## config.mk

```make
export PLATFORM = sky130hd
export DESIGN_NAME = ace_grant_controller_rr_flat
export DESIGN_NICKNAME = d
export VERILOG_FILES = /design/src/rtl/ace_grant_controller_rr_pkg.sv /design/src/rtl/ace_grant_controller_rr_if.sv /design/src/rtl/ace_rr_picker.sv /design/src/rtl/ace_grant_controller_rr.sv /design/src/flat_wrapper.sv
export SDC_FILE = /design/constraint.sdc
export NUM_CORES = 1
export LEC_CHECK = 0
export ABC_AREA = 0
export BUFFER_PORTS_ARGS = -buffer_cell sky130_fd_sc_hd__buf_2
export CORE_MARGIN = 5
export CORE_UTILIZATION = 53
export CTS_CLUSTER_DIAMETER = 40
export DETAILED_ROUTE_END_ITERATION = 7
export PLACE_DENSITY = 0.78
export SETUP_SLACK_MARGIN = 0.2
export SLEW_MARGIN = 20
export SYNTH_ARGS = -nofsm -noshare
export SYNTH_HDL_FRONTEND = slang
export SYNTH_HIERARCHICAL = 1
export SYNTH_SLANG_ARGS = --single-unit
```

## constraint.sdc

```tcl
create_clock -name clk -period 4.6 [get_ports clk]
set_clock_uncertainty 0.1 [all_clocks]
set_input_delay 0.46 -clock clk [delete_from_list [all_inputs] [get_ports clk]]
set_output_delay 0.46 -clock clk [all_outputs]
set_load 0.1 [all_outputs]
```

## src/rtl/ace_grant_controller_rr_pkg.sv

```systemverilog
// Shared encodings and helpers for the descriptor grant controllers.
// The event-type and arbitration-mode encodings live here so that every grant controller uses the same values.
package ace_grant_controller_rr_pkg;

  typedef enum logic [1:0] {
    EV_FALL  = 2'd0,
    EV_RISE  = 2'd1,
    EV_LEVEL = 2'd2
  } ev_typ_e;

  typedef enum logic {
    ARB_FIXED = 1'b0,
    ARB_RR    = 1'b1
  } arb_mode_e;

  localparam int MAX_DESC_MIN = 2;
  localparam int MAX_DESC_MAX = 64;

  // Next index after idx in a ring of n entries; n need not be a power of two.
  function automatic int wrap_inc(input int idx, input int n);
    return (idx == n - 1) ? 0 : idx + 1;
  endfunction

endpackage

```

## src/rtl/ace_grant_controller_rr_if.sv

```systemverilog
// Request/grant bundle between the status inputs, the grant controller and the descriptor FSM.
interface ace_grant_controller_rr_if #(
  parameter int MAX_DESC = 16
);
  localparam int IDX_W = $clog2(MAX_DESC);
  localparam int CNT_W = $clog2(MAX_DESC + 1);

  logic [MAX_DESC-1:0] din;
  logic                gnt_rdy;
  logic                gnt_vld;
  logic [IDX_W-1:0]    gnt_idx;
  logic [MAX_DESC-1:0] gnt_onehot;
  logic [MAX_DESC-1:0] pend_out;
  logic [CNT_W-1:0]    pend_cnt;

  modport slave (
    input  din, gnt_rdy,
    output gnt_vld, gnt_idx, gnt_onehot, pend_out, pend_cnt
  );

  modport master (
    output din, gnt_rdy,
    input  gnt_vld, gnt_idx, gnt_onehot, pend_out, pend_cnt
  );

endinterface

```

## src/rtl/ace_rr_picker.sv

```systemverilog
// Combinational pick of the first set candidate at or above ptr, wrapping (mode=1),
// or the lowest set candidate (mode=0), via a double-width masked priority search.
module ace_rr_picker #(
  parameter int N     = 16,
  parameter int IDX_W = $clog2(N)
) (
  input  logic [N-1:0]     cand,
  input  logic [IDX_W-1:0] ptr,
  input  logic             mode,
  output logic [N-1:0]     onehot,
  output logic [IDX_W-1:0] idx,
  output logic             found
);

  logic [N-1:0]   lo_mask;
  logic [2*N-1:0] dbl;

  genvar gi;
  for (gi = 0; gi < N; gi++) begin : g_mask
    assign lo_mask[gi] = !mode || (gi >= int'(ptr));
  end

  // Lower copy holds only entries at/above ptr; the upper copy supplies the wrapped tail.
  assign dbl = {cand, cand & lo_mask};

  always_comb begin
    int k;
    found  = 1'b0;
    idx    = '0;
    onehot = '0;
    k      = 0;
    for (int j = 0; j < 2 * N; j++) begin
      if (!found && dbl[j]) begin
        found     = 1'b1;
        k         = (j < N) ? j : j - N;
        idx       = IDX_W'(k);
        onehot[k] = 1'b1;
      end
    end
  end

endmodule

```

## src/rtl/ace_grant_controller_rr.sv

```systemverilog
// Latches per-descriptor status events as sticky requests and hands them out one at a time
// through a registered valid/ready grant, fixed-priority or round-robin.
module ace_grant_controller_rr
  import ace_grant_controller_rr_pkg::*;
#(
  parameter int MAX_DESC = 16,
  parameter int EDGE_TYP = 1,
  parameter int ARB_MODE = 0
) (
  input logic clk,
  input logic rst_n,
  ace_grant_controller_rr_if.slave bus
);

  localparam int        IDX_W  = $clog2(MAX_DESC);
  localparam int        CNT_W  = $clog2(MAX_DESC + 1);
  localparam ev_typ_e   EV_TYP = ev_typ_e'(EDGE_TYP[1:0]);
  localparam arb_mode_e ARB    = arb_mode_e'(ARB_MODE[0]);

  logic [MAX_DESC-1:0] din_ff_reg;
  logic [MAX_DESC-1:0] pend_reg;
  logic [MAX_DESC-1:0] lvl_mask_reg;
  logic [MAX_DESC-1:0] gnt_onehot_reg;
  logic [IDX_W-1:0]    gnt_idx_reg;
  logic [IDX_W-1:0]    ptr_reg;
  logic                gnt_vld_reg;
  logic [CNT_W-1:0]    pend_cnt_reg;

  logic [MAX_DESC-1:0] ev;
  logic [MAX_DESC-1:0] acc_bit;
  logic [MAX_DESC-1:0] cand;
  logic [MAX_DESC-1:0] pend_next;
  logic [MAX_DESC-1:0] lvl_mask_next;
  logic [CNT_W-1:0]    pend_cnt_next;
  logic                accept;

  logic [MAX_DESC-1:0] pick_onehot;
  logic [IDX_W-1:0]    pick_idx;
  logic                pick_found;

  always_comb begin
    accept  = gnt_vld_reg & bus.gnt_rdy;
    acc_bit = accept ? gnt_onehot_reg : '0;

    // In level mode the accept in flight already counts as masked, so a held-high
    // line cannot re-arm itself in the same cycle its grant is taken.
    case (EV_TYP)
      EV_FALL: ev = ~bus.din & din_ff_reg;
      EV_RISE: ev = bus.din & ~din_ff_reg;
      default: ev = bus.din & ~(lvl_mask_reg | acc_bit);
    endcase

    pend_next     = ev | (pend_reg & ~acc_bit);
    lvl_mask_next = (EV_TYP == EV_LEVEL) ? ((lvl_mask_reg | acc_bit) & bus.din) : '0;
    cand          = pend_reg & ~acc_bit;

    pend_cnt_next = '0;
    for (int i = 0; i < MAX_DESC; i++) begin
      pend_cnt_next = pend_cnt_next + CNT_W'(pend_reg[i]);
    end
  end

  ace_rr_picker #(
    .N     (MAX_DESC),
    .IDX_W (IDX_W)
  ) u_picker (
    .cand   (cand),
    .ptr    (ptr_reg),
    .mode   (ARB == ARB_RR),
    .onehot (pick_onehot),
    .idx    (pick_idx),
    .found  (pick_found)
  );

  always_ff @(posedge clk) begin
    if (!rst_n) begin
      din_ff_reg     <= '0;
      pend_reg       <= '0;
      lvl_mask_reg   <= '0;
      gnt_vld_reg    <= 1'b0;
      gnt_idx_reg    <= '0;
      gnt_onehot_reg <= '0;
      pend_cnt_reg   <= '0;
      ptr_reg        <= '0;
    end else begin
      din_ff_reg   <= bus.din;
      pend_reg     <= pend_next;
      lvl_mask_reg <= lvl_mask_next;
      pend_cnt_reg <= pend_cnt_next;

      // The grant register only reloads when empty or being taken, so a stalled grant holds.
      if (!gnt_vld_reg || accept) begin
        gnt_vld_reg    <= pick_found;
        gnt_idx_reg    <= pick_found ? pick_idx : '0;
        gnt_onehot_reg <= pick_found ? pick_onehot : '0;
      end

      if (accept) begin
        ptr_reg <= IDX_W'(wrap_inc(int'(gnt_idx_reg), MAX_DESC));
      end
    end
  end

  assign bus.gnt_vld    = gnt_vld_reg;
  assign bus.gnt_idx    = gnt_idx_reg;
  assign bus.gnt_onehot = gnt_onehot_reg;
  assign bus.pend_out   = pend_reg;
  assign bus.pend_cnt   = pend_cnt_reg;

endmodule

```

## src/flat_wrapper.sv

```systemverilog
// flat-port wrapper written by rule: the top's interface ports become plain ports
module ace_grant_controller_rr_flat import ace_grant_controller_rr_pkg::*;
#(
  parameter int MAX_DESC = 16,
  parameter int EDGE_TYP = 1,
  parameter int ARB_MODE = 0
)
  (clk, rst_n, bus_din, bus_gnt_rdy, bus_gnt_vld, bus_gnt_idx, bus_gnt_onehot, bus_pend_out, bus_pend_cnt);
  ace_grant_controller_rr_if #(.MAX_DESC(MAX_DESC)) bus_i ();
  input logic clk;
  input logic rst_n;
  input wire logic [$bits(bus_i.din)-1:0] bus_din;
  input wire logic [$bits(bus_i.gnt_rdy)-1:0] bus_gnt_rdy;
  output wire logic [$bits(bus_i.gnt_vld)-1:0] bus_gnt_vld;
  output wire logic [$bits(bus_i.gnt_idx)-1:0] bus_gnt_idx;
  output wire logic [$bits(bus_i.gnt_onehot)-1:0] bus_gnt_onehot;
  output wire logic [$bits(bus_i.pend_out)-1:0] bus_pend_out;
  output wire logic [$bits(bus_i.pend_cnt)-1:0] bus_pend_cnt;
  assign bus_i.din = bus_din;
  assign bus_i.gnt_rdy = bus_gnt_rdy;
  assign bus_gnt_vld = bus_i.gnt_vld;
  assign bus_gnt_idx = bus_i.gnt_idx;
  assign bus_gnt_onehot = bus_i.gnt_onehot;
  assign bus_pend_out = bus_i.pend_out;
  assign bus_pend_cnt = bus_i.pend_cnt;
  ace_grant_controller_rr #(.MAX_DESC(MAX_DESC), .EDGE_TYP(EDGE_TYP), .ARB_MODE(ARB_MODE)) u_core (.clk(clk), .rst_n(rst_n), .bus(bus_i));
endmodule
```

Yosys cells after proc, flatten, opt, wreduce, memory -nomap -nowiden:

Index checks and enable logic that the tools add are counted.
Widths: inputs -> output; s select.

* register bits: 58
* output and inout port bits: 42
* logic and storage cells: 188

* add/sub/neg operators: 15
* multiplexer cells: 97
* bitwise logic cells: 6
* reductions and logical operators: 64

Operators by type and width (number)
* $mux 4: 31
* $add 5x1->5: 14
* $mux 1: 64
* $and 16x16->16: 2
* $logic_not 1->1: 32
* $mux 16: 2
* $not 16->16: 2
* $logic_and 1x1->1: 31
* $or 16x16->16: 1
* $add 1x1->2: 1
* $and 1x1->1: 1
* $logic_or 1x1->1: 1

Depth between registers and ports, before layout:

* depth after elaboration: 99
* gate-level depth with buffers: 13
* gate-level depth less buffers: 12

By module:

Netlist, hierarchy kept.

Modules (own cells, without submodules)
* ace_grant_controller_rr: times used 1, cells each 273, area each 2805.2 um^2, sequential area each 1241.2 um^2
* ace_rr_picker: times used 1, cells each 141, area each 870.8 um^2, sequential area each 0.0 um^2

Worst setup path after synthesis:

OpenSTA, ideal clock, no wires.

* path kind: reg-to-reg
* start point: register u_core.pend_reg[0] (netlist: u_core/bus.pend_out[0])
* end point: register u_core.pend_cnt_reg[2] (netlist: u_core/bus.pend_cnt[2])
* arrival time: 4.089 ns
* required time: 4.385 ns
* path slack: 0.296 ns
* stages on the path, launching flop included: 11
* period minus slack after synthesis: 4.304 ns
* cells stage by stage: dfxtp_1 -> inv_1 -> fa_1 -> fa_1 -> fa_1 -> fa_1 -> inv_1 -> ha_1 -> fa_1 -> xor2_1 -> and2_1

* word-level cells in the longest chain between the ends: 15

RTL lines
* start, declared: RTL line ace_grant_controller_rr.sv:21 `logic [MAX_DESC-1:0] pend_reg;`
* start signal, assigned: RTL line ace_grant_controller_rr.sv:87 `pend_reg <= pend_next;`
* $add 1x1->2: RTL line ace_grant_controller_rr.sv:59 `pend_cnt_next = pend_cnt_next + CNT_W'(pend_reg[i]);`
* $add 5x1->5 (14 in a row): RTL line ace_grant_controller_rr.sv:59
* end signal, assigned: RTL line ace_grant_controller_rr.sv:89 `pend_cnt_reg <= pend_cnt_next;`
* end, declared: RTL line ace_grant_controller_rr.sv:27 `logic [CNT_W-1:0] pend_cnt_reg;`

Every way passes these cells.
A chain may end at the register's enable or synchronous reset.

Worst setup path after layout:

Same ends and word-level chain as after synthesis.

==> impl_metrics.env <==
export IMPL_cap_viol_max_count=0
export IMPL_drtIter0Drc=251
export IMPL_clock_latency_ns=0.34
export IMPL_initial_core_util=0.544
export IMPL_area_growth_pct=13.0
export IMPL_post_drt_via_cell_ratio=5.78
export IMPL_antenna_found_initial=0
export IMPL_clock_fmax_ghz=0.277
export IMPL_outcome="completed"
export IMPL_cp_max_fo=2
export IMPL_clkTransAtPathRegs_ns=0.07
export IMPL_yosysWarnings=6
export IMPL_crit_path_end_kind="flop"
export IMPL_period_share=0.785
export IMPL_numCtsBuffers=9
export IMPL_crit_top_cell="fa_1"
export IMPL_numPortBuffers=60
export IMPL_crit_family="adder cells"
export IMPL_crit_chain="inv_1 > fa_1 > fa_1 > fa_1 > fa_1 > inv_1 > ha_1 > fa_1 > xor2_1 > and2_1"
export IMPL_grt_max_degree=63
export IMPL_startpoint_type="flop"
export IMPL_num_vias=3194
export IMPL_die_h_um=93.3
export IMPL_grt_pass1_vias=3171
export IMPL_hold_path_class="in2reg"
export IMPL_synthArstFlopShare=0
export IMPL_syn_inst=414
export IMPL_path_buf_inv=2
export IMPL_wl_um=9370
export IMPL_n_antenna_cell=0
export IMPL_clock_sinks=62
export IMPL_crit_slowest_cell="fa_1"
export IMPL_rows=30
export IMPL_wl_per_cell_um=16.9
export IMPL_syn_area_mm2=0.00368
export IMPL_avgSynthCellArea_um2=8.88
export IMPL_critPathLaunch="u_core/bus.pend_out[0]"
export IMPL_ir_worst_vdd_uv=346
export IMPL_synth_edff_count=0
export IMPL_setup_tns_ns=0
export IMPL_die_x_um=93.3
export IMPL_core_area_mm2=0.00676
export IMPL_final_nets=503
export IMPL_hpwl_um=7000
export IMPL_grt_pass1_wl_um=15600
export IMPL_tritoncts="built"
export IMPL_slew_violations=0
export IMPL_track_usage=0.224
export IMPL_hold_viol=0
export IMPL_grt_overflow=0
export IMPL_synth_cell_types=66
export IMPL_tightest_slew_ns=0.918
export IMPL_min_period_ns=3.61
export IMPL_path_class="reg2reg"
export IMPL_htree_levels=3
export IMPL_fin_util=0.615
export IMPL_max_stage_delay_ns=0.60
export IMPL_reg2reg_from="u_core/bus.pend_out[0]"
export IMPL_ioPinCount=61
export IMPL_power_leakage_nw=1.77
export IMPL_fin_hold_ws_ns=0.225
export IMPL_post_cts_buffers=0
export IMPL_cts_buffer_depth=2
export IMPL_layout_commonest_cell="dfxtp_1"
export IMPL_drc=0
export IMPL_slew_headroom=0.388
export IMPL_arrival_ns=3.75
export IMPL_cts_root_buf="clkbuf_8"
export IMPL_drtPass1Iterations=6
export IMPL_hold_path_startpoint="bus_din[13]"
export IMPL_drive_above_1_share=0.209
export IMPL_cts_resized=0
export IMPL_routabilityCongestion=0.996
export IMPL_design_die_area_mm2=0.00870
export IMPL_ys_seq_elements=62
export IMPL_hold_buffers=0
export IMPL_crit_required_ns=4.73
export IMPL_synth_seq_area_share=0.338
export IMPL_finalSetupViolations=0
export IMPL_layout_common_cells="62 x dfxtp_1, 60 x buf_2, 39 x nand2_1"
export IMPL_grt_setup_unrepaired="no"
export IMPL_drtAntennaViolNets=0
export IMPL_ys_flop_type="dfxtp_1"
export IMPL_p_per_area_mw_per_mm2=420
==> cell usage after synthesis, types with 10 or more instances <==
cell / count / share of area
and2_1: 20 / 0.034
nand3_1: 30 / 0.041
a21oi_1: 10 / 0.014
a21oi_4: 15 / 0.066
fa_1: 10 / 0.054
a21boi_0: 21 / 0.043
inv_1: 34 / 0.035
o21a_1: 22 / 0.045
nor2_1: 13 / 0.013
dfxtp_1: 62 / 0.34
nor2b_1: 22 / 0.037
nand2_1: 39 / 0.040
buf_2: 10 / 0.014
==> worst paths after layout <==
check,endpoint,slack (ns),depth (start not counted)
hold / removal,u_core/din_ff_reg[13],0.22,2
setup / recovery,u_core/bus.pend_cnt[2],0.99,10
setup reg to reg,u_core/bus.pend_cnt[2],0.99,10
hold reg to reg,u_core/bus.gnt_onehot[8],0.42,2
==> cell families (layout without fill, tap and decap cells) <==
| group | Yosys count | count (layout) | synth area share |
|---|---|---|---|
| AND/OR/NAND/NOR | 162 | 162 | 0.241 |
| AO/OA/AOI/OAI | 110 | 110 | 0.256 |
| flip-flops | 62 | 62 | 0.338 |
| buffers and inverters | 57 | 111 | 0.0732 |
| adder cells (fa/ha/maj) | 16 | 16 | 0.0749 |
| multiplexers | 4 | 4 | 0.0109 |
| XOR/XNOR | 2 | 2 | 0.00477 |
| other | 1 | 6 | 0.00102 |
==> through the flow <==
step           setup WS, ns  instance area, um2  instances  total power [mW]
2_1_floorplan         0.296                3690        419              1.16
3_3_place_gp           1.01                3960        537              1.27
3_5_place_dp          0.979                3960        537              1.28
4_1_cts               0.976                4150        553              1.75
5_1_grt               0.846                4150        553              1.84
6_report              0.987                4150        553              1.75
==> power by group <==
group | switching [mW] | total, mW | internal [mW] | leakage (nW)
Sequential | 0.0328 | 0.613 | 0.581 | 0.512
Combinational | 0.476 | 0.664 | 0.188 | 1.16
Clock | 0.216 | 0.468 | 0.251 | 0.0935
==> routing by layer <==
metal / global-route usage / up-vias / share of wire / wire length, um
li1: - / 1533 / - / -
met1: 0.296 / 1512 / 0.44 / 4110
met2: 0.363 / 130 / 0.48 / 4460
met3: 0.0499 / 19 / 0.068 / 634
met4: 0.0733 / 0 / 0.017 / 163
met5: 0 / - / 0 / 0
==> layout make-up <==
class                   count  area (um2)
multi-input cells         300        2180
clock inverters             5        60.1
inverters                  34         128
clock buffers              11         131
flip-flops and latches     62        1240
repair buffers             61         308
well taps                  80         100
fillers                   593        2600
Note: power is estimated with default switching activity, not from simulation.
